===== src/rtl/lsu_mem_access.sv =====
// Load/store access unit: one request at a time over a req/gnt/rvalid data-memory bus.
// Optional misalignment trap compiled in with `define LSU_MISALIGN_TRAP_EN.
module lsu_mem_access (
  input  logic        clk,
  input  logic        rst_n,
  input  logic        req_valid_i,
  output logic        req_ready_o,
  input  logic        req_we_i,
  input  logic [2:0]  req_funct3_i,
  input  logic [31:0] req_addr_i,
  input  logic [31:0] req_wdata_i,
  input  logic [4:0]  req_rd_i,
  output logic        mem_req_o,
  output logic        mem_we_o,
  output logic [31:0] mem_addr_o,
  output logic [3:0]  mem_be_o,
  output logic [31:0] mem_wdata_o,
  input  logic        mem_gnt_i,
  input  logic        mem_rvalid_i,
  input  logic [31:0] mem_rdata_i,
  output logic        rsp_valid_o,
  output logic [31:0] rsp_data_o,
  output logic [4:0]  rsp_rd_o,
  output logic        rsp_we_o
`ifdef LSU_MISALIGN_TRAP_EN
  ,
  output logic        rsp_misalign_o
`endif
);

  typedef enum logic [1:0] {IDLE, REQ, WAIT, RESP} state_t;

  state_t      state, state_nxt;
  logic        we_q;
  logic [2:0]  f3_q;
  logic [31:0] addr_q;
  logic [31:0] wdata_q;
  logic [4:0]  rd_q;
  logic        is_req;
  logic        trap;

  // funct3[1:0]: 00 byte, 01 half, 10/11 word; a half only looks at off[1]
  function automatic logic [3:0] be_gen(input logic [1:0] size, input logic [1:0] off);
    case (size)
      2'b00:   be_gen = 4'b0001 << off;
      2'b01:   be_gen = off[1] ? 4'b1100 : 4'b0011;
      default: be_gen = 4'b1111;
    endcase
  endfunction

  function automatic logic [31:0] wdata_gen(input logic [1:0] size, input logic [31:0] wd);
    case (size)
      2'b00:   wdata_gen = {4{wd[7:0]}};
      2'b01:   wdata_gen = {2{wd[15:0]}};
      default: wdata_gen = wd;
    endcase
  endfunction

  function automatic logic [31:0] load_ext(input logic [2:0] f3, input logic [1:0] off,
                                           input logic [31:0] rdata);
    logic [7:0]  b;
    logic [15:0] h;
    case (off)
      2'd0:    b = rdata[7:0];
      2'd1:    b = rdata[15:8];
      2'd2:    b = rdata[23:16];
      default: b = rdata[31:24];
    endcase
    h = off[1] ? rdata[31:16] : rdata[15:0];
    case (f3)
      3'b000:  load_ext = {{24{b[7]}}, b};
      3'b001:  load_ext = {{16{h[15]}}, h};
      3'b100:  load_ext = {24'b0, b};
      3'b101:  load_ext = {16'b0, h};
      default: load_ext = rdata;
    endcase
  endfunction

`ifdef LSU_MISALIGN_TRAP_EN
  function automatic logic misaligned(input logic [1:0] size, input logic [1:0] off);
    misaligned = (size == 2'b01) ? off[0] : (size[1] && (off != 2'b00));
  endfunction

  assign trap = misaligned(req_funct3_i[1:0], req_addr_i[1:0]);
`else
  assign trap = 1'b0;
`endif

  // Bus side is decoded from state and latched request only
  always_comb begin
    is_req      = (state == REQ);
    req_ready_o = (state == IDLE);
    rsp_valid_o = (state == RESP);
    mem_req_o   = is_req;
    mem_we_o    = is_req & we_q;
    mem_addr_o  = is_req ? {addr_q[31:2], 2'b00} : 32'b0;
    mem_be_o    = is_req ? be_gen(f3_q[1:0], addr_q[1:0]) : 4'b0;
    mem_wdata_o = (is_req && we_q) ? wdata_gen(f3_q[1:0], wdata_q) : 32'b0;
  end

  always_comb begin
    state_nxt = state;
    case (state)
      IDLE: if (req_valid_i) state_nxt = trap ? RESP : REQ;
      REQ:  if (mem_gnt_i) state_nxt = we_q ? RESP : WAIT;
      WAIT: if (mem_rvalid_i) state_nxt = RESP;
      RESP: state_nxt = IDLE;
      default: state_nxt = IDLE;
    endcase
  end

  always_ff @(posedge clk) begin
    if (!rst_n) state <= IDLE;
    else        state <= state_nxt;
  end

  // Request fields carry no reset; they are only observed after a new accept
  always_ff @(posedge clk) begin
    if (state == IDLE && req_valid_i) begin
      we_q    <= req_we_i;
      f3_q    <= req_funct3_i;
      addr_q  <= req_addr_i;
      wdata_q <= req_wdata_i;
      rd_q    <= req_rd_i;
    end
  end

  logic mis_q;

  always_ff @(posedge clk) begin
    if (!rst_n) begin
      rsp_data_o <= 32'b0;
      rsp_rd_o   <= 5'b0;
      rsp_we_o   <= 1'b0;
      mis_q      <= 1'b0;
    end else if (state == IDLE && req_valid_i && trap) begin
      rsp_data_o <= 32'b0;
      rsp_rd_o   <= req_rd_i;
      rsp_we_o   <= 1'b0;
      mis_q      <= 1'b1;
    end else if (state == REQ && mem_gnt_i && we_q) begin
      rsp_data_o <= 32'b0;
      rsp_rd_o   <= rd_q;
      rsp_we_o   <= 1'b0;
      mis_q      <= 1'b0;
    end else if (state == WAIT && mem_rvalid_i) begin
      rsp_data_o <= load_ext(f3_q, addr_q[1:0], mem_rdata_i);
      rsp_rd_o   <= rd_q;
      rsp_we_o   <= 1'b1;
      mis_q      <= 1'b0;
    end
  end

`ifdef LSU_MISALIGN_TRAP_EN
  assign rsp_misalign_o = mis_q;
`else
  logic unused_mis;
  assign unused_mis = mis_q;
`endif

endmodule


===== config.mk =====
export PLATFORM = sky130hd
export DESIGN_NAME = lsu_mem_access
export DESIGN_NICKNAME = d
export VERILOG_FILES = /design/src/rtl/lsu_mem_access.sv
export SDC_FILE = /design/constraint.sdc
export NUM_CORES = 1
export LEC_CHECK = 0
export CORE_ASPECT_RATIO = 2
export CORE_MARGIN = 5
export CORE_UTILIZATION = 45
export DETAILED_ROUTE_END_ITERATION = 8
export GPL_TIMING_DRIVEN = 1
export MAX_ROUTING_LAYER = met4
export PLACE_DENSITY = 0.85
export RECOVER_POWER = 25
export SETUP_SLACK_MARGIN = 0.1
export SLEW_MARGIN = 20
export SYNTH_ARGS = -nofsm -noshare
export SYNTH_HDL_FRONTEND = slang
export SYNTH_SLANG_ARGS = --single-unit

===== constraint.sdc =====
create_clock -name clk -period 5.1 [get_ports clk]
set_input_delay 0.765 -clock clk [delete_from_list [all_inputs] [get_ports clk]]
set_output_delay 0.765 -clock clk [all_outputs]
set_load 0.02 [all_outputs]

==> metrics.log <==
[metrics] initial antenna violation count: 3
[metrics] most frequent cell after synthesis: sky130_fd_sc_hd__edfxtp_1
[metrics] number of filler cells placed in the layout: 743
[metrics] Sum Neg Setup Slack: 0 ns
[metrics] worst path required time: 4.34 ns
[metrics] power density of the placed cells: 526 nW/um^2
[metrics] post-synthesis sequential element count: 113
[metrics] signal arrival time at the worst endpoint: 3.10 ns
[metrics] Pre-antenna DRT Iters: 5
[metrics] Synth cell types: 39
[metrics] CP max-delay cell: sky130_fd_sc_hd__nor2_1
[metrics] asr flop ratio synth: 0%
[metrics] timing-limited maximum frequency: 0.259 GHz
[metrics] latest clock arrival within the worst-skew pair: 0.40 ns
[metrics] total of cells resized after clock tree synthesis: 0
[metrics] Largest delay share family, worst path: simple AND/OR/NAND/NOR gates
[metrics] Bufs and invs on worst path: 1
[metrics] time the final worst path needs with I/O delays and setup: 3.86 ns
[metrics] Post-synth top flop: sky130_fd_sc_hd__edfxtp_1
[metrics] CTS clock-pin slew for the worst setup and hold paths: 0.05 ns
[metrics] average vias per placed instance: 5.46
[metrics] Max transition margin: 35.1%
[metrics] category of the worst setup path capture point: primary output
[metrics] DRC errors left: 0
[metrics] clock skew: 0.00912 ns
[metrics] warning count from the yosys run: 0
[metrics] Worst Hold Class: reg2reg
[metrics] standard cell core area: 10,800 sq um
[metrics] Via Count: 4,449
[metrics] number of clock buffers inserted by TritonCTS: 17
[metrics] sequential element share of the synthesized area: 60.6%
[metrics] Detailed Route Iter0 Violations: 261
[metrics] maximum clock insertion buffer count: 2
[metrics] mean area per synthesized cell: 10.9 sq um
[metrics] share of cells above drive strength 1: 6.40%
[metrics] leak pwr: 2.94 nW
[metrics] final global-route overflow total: 0
[metrics] unrepaired setup endpoints after global routing: no
[metrics] first-pass GRT wire length: 24,900 um
[metrics] Routed Antenna Nets: 0
[metrics] delay of the slowest cell on the worst path: 0.87 ns
[metrics] Area contributors post-synth: sky130_fd_sc_hd__edfxtp_1 (44%), sky130_fd_sc_hd__dfxtp_1 (16%), sky130_fd_sc_hd__mux2i_1 (4.7%)
[metrics] portion of synthesized cell area occupied by the leading cell type: 44.4%
[metrics] cell count after synthesis: 453
[metrics] # clock sinks: 113
[metrics] Post-synth EDFFs: 73
[metrics] top cells by instance count after synthesis: sky130_fd_sc_hd__edfxtp_1 (73), sky130_fd_sc_hd__nand2_1 (52), sky130_fd_sc_hd__a21oi_1 (45), sky130_fd_sc_hd__dfxtp_1 (40), sky130_fd_sc_hd__nor2_1 (39)
[metrics] quantity of hold-fixing buffers added after cts: 0
[metrics] overall die height: 158 um
[metrics] number of pins exceeding their max-slew limit in the final report: 0
[metrics] TritonCTS clock tree: yes
[metrics] final hold violations: 0
[metrics] maximum VDD drop: 0.000381 V
[metrics] flip-flop and latch area: 2990 sq um
[metrics] summed instance area of the synthesized netlist: 4940 sq um
[metrics] Die ar.: 13,300 sq um
[metrics] placement row count: 54
[metrics] period utilisation layout: 75.8%
[metrics] worst-path maximum fanout: 24
[metrics] worst slew pin tran: 0.974 ns
[metrics] max-cap violation count: 0
[metrics] H-tree lvl count: 4
[metrics] type of the worst setup path: reg2out
[metrics] maximum number of pins on one net before global-route repair: 74
[metrics] total routing resource utilization after global routing: 25.6%
[metrics] chip width: 84.1 um
[metrics] Setup Buffers After CTS: 0
[metrics] final HPWL from detailed placement: 11,900 um
[metrics] weighted congestion reported at the end of routability-driven placement: 0.935
[metrics] area taken by multi-input logic gates: 1780 sq um
[metrics] Critical Path Start Type: flop
[metrics] I/O pin count: 220
[metrics] Clock Tree Root: sky130_fd_sc_hd__clkbuf_16
[metrics] synth-to-layout area growth: 58.4%
[metrics] initial cell density of the core: 45.7%
[metrics] drt wl/cell: 20.5 um
[metrics] result of the run: completed
[metrics] worst-path cell chain: nor2_1, nand2_1, a21oi_1, clkdlybuf4s50_1
[metrics] final-report setup violation count: 0
[metrics] cell accounting for the most synthesized area: sky130_fd_sc_hd__edfxtp_1
[metrics] number of input and output port buffers inserted: 217
[metrics] end-of-flow core utilization: 72.3%
[metrics] number of global-route vias before repair: 4,738
[metrics] aggregate routed wire length: 16,700 um
[metrics] Final Net Count: 774
cells in the final DEF (no fill, tap or decap), drive strengths merged, types with 18 or more instances in the layout:
| cell type | count |
|---|---|
| clkbuf | 18 |
| o21ai | 26 |
| nor2 | 39 |
| nand2 | 52 |
| a21oi | 47 |
| edfxtp | 73 |
| dlygate4sd3 | 73 |
| mux2i | 23 |
| dfxtp | 40 |
| clkdlybuf4s50 | 144 |
| and2 | 33 |
stage by stage:
step                      setup slack, ns  total power [mW]  cell area, sq um  hold WS (ns)  cells
after floorplan                      2.19              2.15              4940         0.475    454
after global placement               1.77              2.77              7170         0.441    781
after detailed placement             1.68              2.81              7170         0.444    781
after CTS                            1.20              4.14              7810         0.463    812
after global routing                 1.08              4.28              7820         0.492    815
final                                1.24              4.11              7820         0.461    815
power breakdown:
part | switching (mW) | leakage [nW] | total, mW | internal [mW]
Combinational | 0.833 | 1.61 | 1.45 | 0.615
Clock | 0.399 | 0.310 | 1.30 | 0.905
Sequential | 0.126 | 1.02 | 1.36 | 1.23
Total | 1.36 | 2.94 | 4.11 | 2.75
layer usage:
layer  vias up  global-route usage (%)  part of all wire, %
li1       2041                       -                    -
met1      2078                    24.1                   33
met2       274                    46.2                   54
met5         -                       -                    0
met3        56                    6.56                  7.5
met4         0                    15.0                  5.0
path summary, 6_finish.rpt:
kind,startpoint,to,slack [ns],cells after the start
setup / recovery,f3_q[0],mem_wdata_o[11],1.24,4
hold / removal,rsp_data_o[7],rsp_data_o[7],0.46,2
setup reg to reg,f3_q[0],rsp_data_o[9],2.55,3
hold reg to reg,rsp_data_o[7],rsp_data_o[7],0.46,2
flip-flops by register name (all words and copies together) (netlist names):
| name | cells |
|---|---|
| rsp_data_o | 32 |
| rsp_we_o | 1 |
| rsp_rd_o | 5 |
| rd_q | 5 |
| addr_q | 32 |
| we_q | 1 |
| state | 2 |
| wdata_q | 32 |
| f3_q | 3 |
worst reg2reg max path: cells and delay by family (launching register included):
family           cells  cell delay, ns
AND/OR/NAND/NOR      1            0.48
flip-flops           1            0.99
AO/OA/AOI/OAI        2            0.92
final cells by class:
| cell class | count | share of cell area [%] |
|---|---|---|
| clock buffer | 18 | 5.49 |
| sequential | 113 | 38.3 |
| clock inverter | 13 | 2.77 |
| antenna | 3 | 0.0960 |
| tap | 140 | 2.24 |
| multi-input combinational | 300 | 22.7 |
| inverter | 9 | 0.432 |
| timing repair buffer | 219 | 28.0 |
cell families (layout without fill, tap and decap cells):
family,Yosys count,in the layout,synth area share (%)
DFF,113,113,60.6
muxes,24,24,5.12
other,1,5,0.0759
AOI/OAI and AO/OA,115,115,14.8
buffers and inverters,41,259,3.52
adders and majority gates,4,4,1.01
and+or+nand+nor,155,155,14.9
Note: power is estimated with default switching activity, not from simulation.
